**config.mk**
```make
export PLATFORM = sky130hd
export DESIGN_NAME = heading_ctrl
export DESIGN_NICKNAME = d
export VERILOG_FILES = /design/src/rtl/wormy_pkg.sv /design/src/rtl/heading_debounce.sv /design/src/rtl/heading_ctrl.sv
export SDC_FILE = /design/constraint.sdc
export NUM_CORES = 1
export LEC_CHECK = 0
export ABC_AREA = 1
export ABC_CLOCK_PERIOD_IN_PS = 2600
export CELL_PAD_IN_SITES_DETAIL_PLACEMENT = 0
export CELL_PAD_IN_SITES_GLOBAL_PLACEMENT = 1
export CORE_UTILIZATION = 41
export DETAILED_ROUTE_END_ITERATION = 10
export GPL_TIMING_DRIVEN = 0
export MAX_ROUTING_LAYER = met4
export PLACE_DENSITY = 0.83
export SYNTH_ARGS = -nofsm -noshare
export SYNTH_HDL_FRONTEND = slang
export SYNTH_SLANG_ARGS = --single-unit
```
**constraint.sdc**
```tcl
create_clock -name clk -period 2.6 [get_ports clk]
set_clock_uncertainty 0.1 [all_clocks]
set_input_delay 0.26 -clock clk [delete_from_list [all_inputs] [get_ports clk]]
set_output_delay 0.26 -clock clk [all_outputs]
set_load 0.005 [all_outputs]
```
**src/rtl/wormy_pkg.sv**
```systemverilog
// wormy_pkg: shared direction encoding and helpers for the worm heading logic
package wormy_pkg;
   typedef enum logic [1:0] {
      DIR_UP    = 2'b00,
      DIR_DOWN  = 2'b01,
      DIR_LEFT  = 2'b10,
      DIR_RIGHT = 2'b11
   } dir_t;

   // Opposite directions share the axis bit and differ in the sense bit
   function automatic logic is_opposite(input logic [1:0] a, input logic [1:0] b);
      return (a[1] == b[1]) && (a[0] != b[0]);
   endfunction
endpackage

```
**src/rtl/heading_debounce.sv**
```systemverilog
// heading_debounce: filters the decoder pair and emits one press per stable hold
module heading_debounce
   import wormy_pkg::*;
#(
   parameter int DEBOUNCE_CYCLES = 250000,
   parameter int CNT_W           = $clog2(DEBOUNCE_CYCLES)
) (
   input  logic       clk,
   input  logic       rst_n,
   input  logic       pushed,
   input  logic [1:0] state,
   output logic       press,
   output logic [1:0] press_dir
);
   localparam logic [CNT_W-1:0] LAST = CNT_W'(DEBOUNCE_CYCLES - 1);
   logic [2:0]       in;
   logic [2:0]       cand;
   logic             stable_pushed;
   logic [CNT_W-1:0] cnt;
   assign in        = {pushed, state};
   assign press     = (in == cand) && (cnt == LAST) && cand[2] && !stable_pushed;
   assign press_dir = cand[1:0];
   // Restart on any input change; once stable long enough, keep re-committing the candidate
   always_ff @(posedge clk)
      if (!rst_n) begin
         cand          <= '0;
         stable_pushed <= 1'b0;
         cnt           <= '0;
      end else if (in != cand) begin
         cand <= in;
         cnt  <= '0;
      end else if (cnt != LAST)
         cnt <= cnt + 1'b1;
      else
         stable_pushed <= cand[2];
endmodule

```
**src/rtl/heading_ctrl.sv**
```systemverilog
// heading_ctrl: filters presses into turns, queues up to two, commits one per step
module heading_ctrl
   import wormy_pkg::*;
#(
   parameter int         DEBOUNCE_CYCLES = 250000,
   parameter int         CNT_W           = $clog2(DEBOUNCE_CYCLES),
   parameter logic [1:0] INIT_DIR        = DIR_RIGHT
) (
   input  logic       clk,
   input  logic       rst_n,
   input  logic       button_pushed,
   input  logic [1:0] button_state,
   input  logic       step,
   output logic [1:0] heading,
   output logic       turned,
   output logic       rejected,
   output logic       overflow,
   output logic [1:0] queue_count
);
   logic       press;
   logic [1:0] press_dir;
   logic [1:0] q0, q1;
   logic [1:0] ref_dir, cnt_after, n_q0, n_q1;
   logic       deq, rej, enq, ovf;

   heading_debounce #(
      .DEBOUNCE_CYCLES(DEBOUNCE_CYCLES),
      .CNT_W          (CNT_W)
   ) u_debounce (
      .clk      (clk),
      .rst_n    (rst_n),
      .pushed   (button_pushed),
      .state    (button_state),
      .press    (press),
      .press_dir(press_dir)
   );

   // Filter against the pre-edge tail, then shift/insert into the two-entry FIFO
   always_comb begin
      ref_dir   = (queue_count == 2'd0) ? heading : (queue_count == 2'd1) ? q0 : q1;
      deq       = step && (queue_count != 2'd0);
      rej       = press && ((press_dir == ref_dir) || is_opposite(press_dir, ref_dir));
      cnt_after = queue_count - {1'b0, deq};
      enq       = press && !rej && (cnt_after != 2'd2);
      ovf       = press && !rej && (cnt_after == 2'd2);
      n_q0      = (enq && cnt_after == 2'd0) ? press_dir : deq ? q1 : q0;
      n_q1      = (enq && cnt_after == 2'd1) ? press_dir : q1;
   end

   // Commit heading on step and register the event pulses
   always_ff @(posedge clk)
      if (!rst_n) begin
         heading     <= INIT_DIR;
         q0          <= '0;
         q1          <= '0;
         queue_count <= '0;
         turned      <= 1'b0;
         rejected    <= 1'b0;
         overflow    <= 1'b0;
      end else begin
         heading     <= deq ? q0 : heading;
         q0          <= n_q0;
         q1          <= n_q1;
         queue_count <= cnt_after + {1'b0, enq};
         turned      <= deq;
         rejected    <= rej;
         overflow    <= ovf;
      end
endmodule
```
# --- Word-level counts from Yosys, hierarchy flattened ---
# Index checks and enable logic that the tools add are counted.
totals:
  output_inout_bits: 7
  elab_cells: 51
  reg_bits: 33
  inputBits: 6
classes:
  bitwise_logic: 3
  n_reduce_logical: 20
  muxes: 4
  eq_ne: 11
  addsub: 3
ops:
  columns: ["cell", "n"]
  rows:
  - ["18-bit by 1-bit adder with 18-bit output, second input constant", 1]
  - ["18-bit equality test, second input constant", 1]
  - ["18-bit inequality test, second input constant", 1]
  - ["1-bit logical AND", 11]
  - ["2-bit two-way mux", 4]
  - ["2-bit by 1-bit equality test with 1-bit output, second input constant", 2]
  - ["2-bit zero test", 2]
  - ["2-bit nonzero test", 2]
  - ["3-bit equality test", 1]
  - ["3-bit inequality test", 1]
  - ["1-bit inverter", 3]
  - ["2-bit by 1-bit adder with 2-bit output", 1]
  - ["2-bit equality test", 1]
  - ["2-bit equality test, second input constant", 1]
  - ["1-bit zero test", 2]
  - ["2-bit inequality test, second input constant", 1]
  - ["2-bit AND reduction", 1]
  - ["2-bit OR reduction", 1]
  - ["2-bit by 1-bit subtractor with 2-bit output", 1]
  - ["1-bit equality test", 1]
  - ["1-bit logical OR", 1]
  - ["1-bit inequality test", 1]

# --- Logic depth before layout (Yosys ltp) ---
logic_depth:
  word_depth: 12
  depth_mapped: 13
  depth_no_buf: 13

# --- Cells and area by module ---
# Synthesis repeated with hierarchy kept, for this count alone.
hier_totals:
  cells_unflattened: 234
  area_unflattened_um2: 1666.6
by_module_without_submodules:
  columns: ["mod", "area_each_um2", "seq_area_each_um2", "instances", "cells_each"]
  rows:
  - ["heading_debounce", 1152.4, 440.4, 1, 163]
  - ["heading_ctrl", 514.2, 220.2, 1, 71]

# --- Least setup slack after synthesis ---
# Ideal clock, no wire load.
synth_timing:
  path_kind: "reg2reg"
  startpoint: "register queue_count[1]"
  endpoint: "register q0[0]"
  t_arrival_ns: 2.035
  path_buffers: 0
  setup_slack_ns: 0.395
  required_time_ns: 2.430
  period_less_slack_ns: 2.205
  stages_incl_launch_ff: 12
  setup_time_ns: 0.070
  path_cell_list: "dfxtp_1 > o21ai_0 > inv_1 > ha_1 > or2_1 > nand2_1 > inv_1 > nor2_1 > nand4_1 > nand2_1 > nand2_1 > a21oi_1"
synth_between:
  elab_cells_between_ends: 21
  classes_between: "1 x add/sub; 5 x eq/ne; 3 x mux; 12 x reduce/logical"
synth_lines:
  columns: ["item", "line_no", "text"]
  rows:
  - ["start: declaration", "heading_ctrl.sv:18", "output logic [1:0] queue_count"]
  - ["start signal: assignment", "heading_ctrl.sv:64", "queue_count <= cnt_after + {1'b0, enq};"]
  - ["2-bit nonzero test *", "heading_ctrl.sv:41", "deq = step && (queue_count != 2'd0);"]
  - ["1-bit logical AND *", "heading_ctrl.sv:41", null]
  - ["named net deq", "heading_ctrl.sv:24", "logic deq, rej, enq, ovf;"]
  - ["2-bit by 1-bit subtractor with 2-bit output", "heading_ctrl.sv:43", "cnt_after = queue_count - {1'b0, deq};"]
  - ["2-bit inequality test", "heading_ctrl.sv:44", "enq = press && !rej && (cnt_after != 2'd2);"]
  - ["1-bit logical AND", "heading_ctrl.sv:44", null]
  - ["1-bit logical AND", "heading_ctrl.sv:46", "n_q0 = (enq && cnt_after == 2'd0) ? press_dir : deq ? q1 : q0;"]
  - ["2-bit two-way mux or 2-bit nonzero test (tied branches)", null, null]
  - ["end signal: assignment", "heading_ctrl.sv:62", "q0 <= n_q0;"]
  - ["end: declaration", "heading_ctrl.sv:22", "logic [1:0] q0, q1;"]
# Mark *: on every way through the listed nets, which the timed path passes. The rest lies on a longest branch.
# A chain may end at the register's enable or synchronous reset.

# --- Worst setup path after layout ---
# Same ends and word-level chain as after synthesis.

==> results_tabular.tex <==
\begin{tabular}{lr}
\hline
Metric & Value \\
\hline
\multicolumn{2}{l}{\textbf{Floorplanning}} \\
Initial cell density of the core & 42.6\% \\
Floorplan die area & 0.00442 sq mm \\
Die Span Y & 66.5 um \\
Core region area & 0.00400 sq mm \\
Overall die width & $\sim$66 um \\
Number of rows in the core area & 23 \\
I/O pins & 13 \\
\multicolumn{2}{l}{\textbf{Power}} \\
Largest voltage drop on the vdd net & just under 0.3 mV \\
Power density of the placed cells & between 500 and 600 mW/mm\^{}2 \\
Leakage dissipation & approximately 0.76 nW \\
\multicolumn{2}{l}{\textbf{Global route}} \\
Largest net degree at the start of global routing & 12 \\
Wire length of the first global-routing pass & between 5 and 6 mm \\
Global routing met2 resource utilization & around 22\% \\
GRT Residual Overflow & 0 \\
Initial antenna violation count & 0 \\
Met1 Use GR & 26.3\% \\
Via count of the first global-routing pass & around 1,300 \\
Global-route total usage across every layer & a little under a fifth \\
Global routing met3 resource utilization & between 5 and 6\% \\
Most Crowded Layer GR & met1 \\
\multicolumn{2}{l}{\textbf{Detailed routing}} \\
Number of design rule violations left after detail routing & 0 \\
Router iterations before antenna repair & 4 \\
Average routed wire per standard cell & approximately 11 um \\
Via Count & 1,503 \\
Drt via density & between 4 and 5 \\
Total wire length & 3.41 mm \\
DRT antenna net count & 0 \\
1st-iter DRT viols & 81 \\
\multicolumn{2}{l}{\textbf{Placed design}} \\
Routability Congestion & roughly 0.86 \\
I/O Buffers & 11 \\
Setup slack after placement & 0.00308 ns \\
HPWL after DPL & between 2 and 3 mm \\
\multicolumn{2}{l}{\textbf{STA}} \\
Tightest Pin Transition & around 0.47 ns \\
Final Max Tran Viols & 0 \\
Hold Slack & roughly 0.26 ns \\
Smallest setup slack after layout & between 0.3 and 0.4 ns \\
Setup repair after global routing missed its margin & false \\
Max-Slew Margin vs Limit & slightly below 70\% \\
Final Cycle Share & a little under 90\% \\
Maximum operating frequency & about 440 MHz \\
Number of setup violations in the final report & 0 \\
Final number of hold-violating endpoints & 0 \\
Post-layout min period & 2.28 ns \\
\multicolumn{2}{l}{\textbf{Final layout}} \\
Fraction of final layout cells with drive strength greater than 1 & approximately 15\% \\
\# nets final & $\sim$270 \\
Diode count & 0 \\
Area overhead of the layout relative to synthesis & 15.4\% \\
\multicolumn{2}{l}{\textbf{Setup path}} \\
Critical path buffers and inverters & 2 \\
Setup crit start kind & flip-flop \\
Cell at the slowest stage of the critical path & sky130\_fd\_sc\_hd\_\_dfxtp\_1 \\
Data arrival time of the critical path & 2.40 ns \\
Category of cells accounting for the largest share of critical-path delay & simple AND/OR/NAND/NOR gates \\
Endpoint type of the worst setup path & flip-flop \\
Cell breakdown of the critical path & o21ai\_2 > inv\_1 > ha\_1 > or2\_1 > nand2\_1 > inv\_1 > nor2\_1 > nand4\_1 > nand2\_1 > nand2\_1 > a21oi\_1 \\
Critical Path Fanout Max & 6 \\
WS Path Type & flip-flop to flip-flop \\
Max incr delay on CP & between 0.3 and 0.4 ns \\
Most common cell type on the critical path & sky130\_fd\_sc\_hd\_\_nand2\_1 \\
Worst EP required & between 2 and 3 ns \\
\multicolumn{2}{l}{\textbf{Yosys}} \\
Synthesized net count & 255 \\
Number of instances in the synthesized netlist & 247 \\
Number of enable-type register cells in the synthesized netlist & 0 \\
Flip-flop and latch count after synthesis & 33 \\
Distinct cells, synth & 29 \\
Total of warnings raised by yosys & 0 \\
Primary FF master, synth & sky130\_fd\_sc\_hd\_\_dfxtp\_1 \\
Register area share after synthesis & approximately two fifths \\
Mean cell area of the mapped netlist & slightly below 7 sq um \\
Mapped cell area & between 0.0015 and 0.002 sq mm \\
Share of synthesized flip-flops with an asynchronous set or reset & 0\% \\
\multicolumn{2}{l}{\textbf{Clock network}} \\
CTS sink count & 33 \\
CTS buffer count & 5 \\
Cell at the root of the clock tree & sky130\_fd\_sc\_hd\_\_clkbuf\_8 \\
TritonCTS clock tree & built \\
Max Root-Sink Buffers & 2 \\
Reg clk slew, reported paths & 0.07 ns \\
H-tree depth & 2 \\
Post-CTS Setup Bufs & 0 \\
Number of hold buffers added after CTS & 0 \\
Source-to-sink clock delay at the later pin of the worst-skew pair & 0.29 ns \\
\multicolumn{2}{l}{\textbf{Run status}} \\
Run status & finished clean \\
\multicolumn{2}{l}{\textbf{Hold path}} \\
Worst min-delay path category & input pin to flip-flop \\
\multicolumn{2}{l}{\textbf{Run}} \\
Count of maximum capacitance violations & 0 \\
\hline
\end{tabular}
final cells by class:
type | count | area [sq um]
plain buffers | 1 | 3.75
clock buffers | 5 | 68.8
clock inverters | 3 | 17.5
fillers | 414 | 2030
inverters | 45 | 169
multi-input cells | 168 | 876
flip-flops and latches | 33 | 661
well taps | 50 | 62.6
repair buffers | 11 | 110
state kept, by name (all words and copies together), names as in the netlist:
signal                    count
queue_count                   2
heading                       2
u_debounce.cand               3
u_debounce.cnt               18
rejected                      1
u_debounce.stable_pushed      1
turned                        1
q1                            2
overflow                      1
q0                            2
synthesized netlist by cell type, types with 2 or more instances:
cell type                 instances  area share, %
sky130_fd_sc_hd__a21oi_1         14            4.1
sky130_fd_sc_hd__a31oi_1          2           0.73
sky130_fd_sc_hd__dfxtp_1         33             39
sky130_fd_sc_hd__ha_1             2            1.5
sky130_fd_sc_hd__inv_1           35            7.7
sky130_fd_sc_hd__inv_2            9            2.0
sky130_fd_sc_hd__nand2_1         53             12
sky130_fd_sc_hd__nand2_2          5            1.8
sky130_fd_sc_hd__nand3_1         16            4.7
sky130_fd_sc_hd__nand3_2          4            2.3
sky130_fd_sc_hd__nand4_1          9            3.3
sky130_fd_sc_hd__nor2_1          27            5.9
sky130_fd_sc_hd__nor2_2           5            1.8
sky130_fd_sc_hd__nor2_4           3            2.0
sky130_fd_sc_hd__nor3_1           7            2.1
sky130_fd_sc_hd__o21ai_0          8            2.3
sky130_fd_sc_hd__xor2_1           3            1.5
worst reg2reg max path, stage by stage (launching register included):
cell	delay (ns)
sky130_fd_sc_hd__dfxtp_1	0.37
sky130_fd_sc_hd__o21ai_2	0.28
sky130_fd_sc_hd__inv_1	0.15
sky130_fd_sc_hd__ha_1	0.21
sky130_fd_sc_hd__or2_1	0.21
sky130_fd_sc_hd__nand2_1	0.16
sky130_fd_sc_hd__inv_1	0.10
sky130_fd_sc_hd__nor2_1	0.22
sky130_fd_sc_hd__nand4_1	0.16
sky130_fd_sc_hd__nand2_1	0.08
sky130_fd_sc_hd__nand2_1	0.06
sky130_fd_sc_hd__a21oi_1	0.12
per-stage QoR:
step | power [mW] | instance area [sq um] | TNS (ns) | util (%) | std cells
finish | 1.03 | 1970 | 0 | 49.2 | 316
global route | 1.08 | 1970 | 0 | 49.2 | 316
CTS | 1.04 | 1960 | 0 | 49.1 | 316
detailed placement | 0.662 | 1880 | 0 | 47.0 | 308
global placement | 0.662 | 1880 | -0.0317 | 47.0 | 308
floorplan | 0.621 | 1710 | 0 | - | 247
cells by family (layout without fill, tap and decap cells):
logic type	after synthesis	in the layout	synth area share, %
buffers and inverters	46	65	10.1
AO/OA/AOI/OAI	27	27	8.36
flip-flops	33	33	38.7
AND/OR/NAND/NOR	136	136	39.8
XOR/XNOR	3	3	1.54
adder cells (fa/ha/maj)	2	2	1.47
routing by layer:
metal / wire (um) / part of all wire, %
met5: 0 / 0
met4: 73 / 2.1
met3: 110 / 3.2
met2: 1340 / 39
met1: 1880 / 55
worst paths after layout:
path | start | to | slack, ns | cells past startpoint
setup / recovery | queue_count[1] | q0[0] | 0.32 | 11
hold / removal | rst_n | heading[1] | 0.26 | 2
setup reg to reg | queue_count[1] | q0[0] | 0.32 | 11
hold reg to reg | q0[0] | heading[0] | 0.37 | 2
what timing repair did:
item | in CTS | in global routing
setup endpoints to repair | 1 | 1
cloned | 0 | 0
gates resized for setup | 1 | 1
report_power, final:
| group | switching (mW) | internal, mW |
|---|---|---|
| Clock | 0.193 | 0.184 |
| Combinational | 0.0780 | 0.0461 |
| Sequential | 0.0111 | 0.517 |
| Total | 0.282 | 0.748 |
cell usage in the layout (no fill, tap or decap), types with 5 or more instances in the layout:
master / count
sky130_fd_sc_hd__inv_2: 9
sky130_fd_sc_hd__nor2_2: 5
sky130_fd_sc_hd__dfxtp_1: 33
sky130_fd_sc_hd__a21oi_1: 14
sky130_fd_sc_hd__nand2_1: 53
sky130_fd_sc_hd__nor3_1: 7
sky130_fd_sc_hd__clkdlybuf4s50_1: 11
sky130_fd_sc_hd__nand4_1: 9
sky130_fd_sc_hd__nand2_2: 5
sky130_fd_sc_hd__nand3_1: 16
sky130_fd_sc_hd__clkbuf_8: 5
sky130_fd_sc_hd__o21ai_0: 7
sky130_fd_sc_hd__nor2_1: 27
sky130_fd_sc_hd__inv_1: 35
No activity file was read; power rests on OpenSTA's default activity.
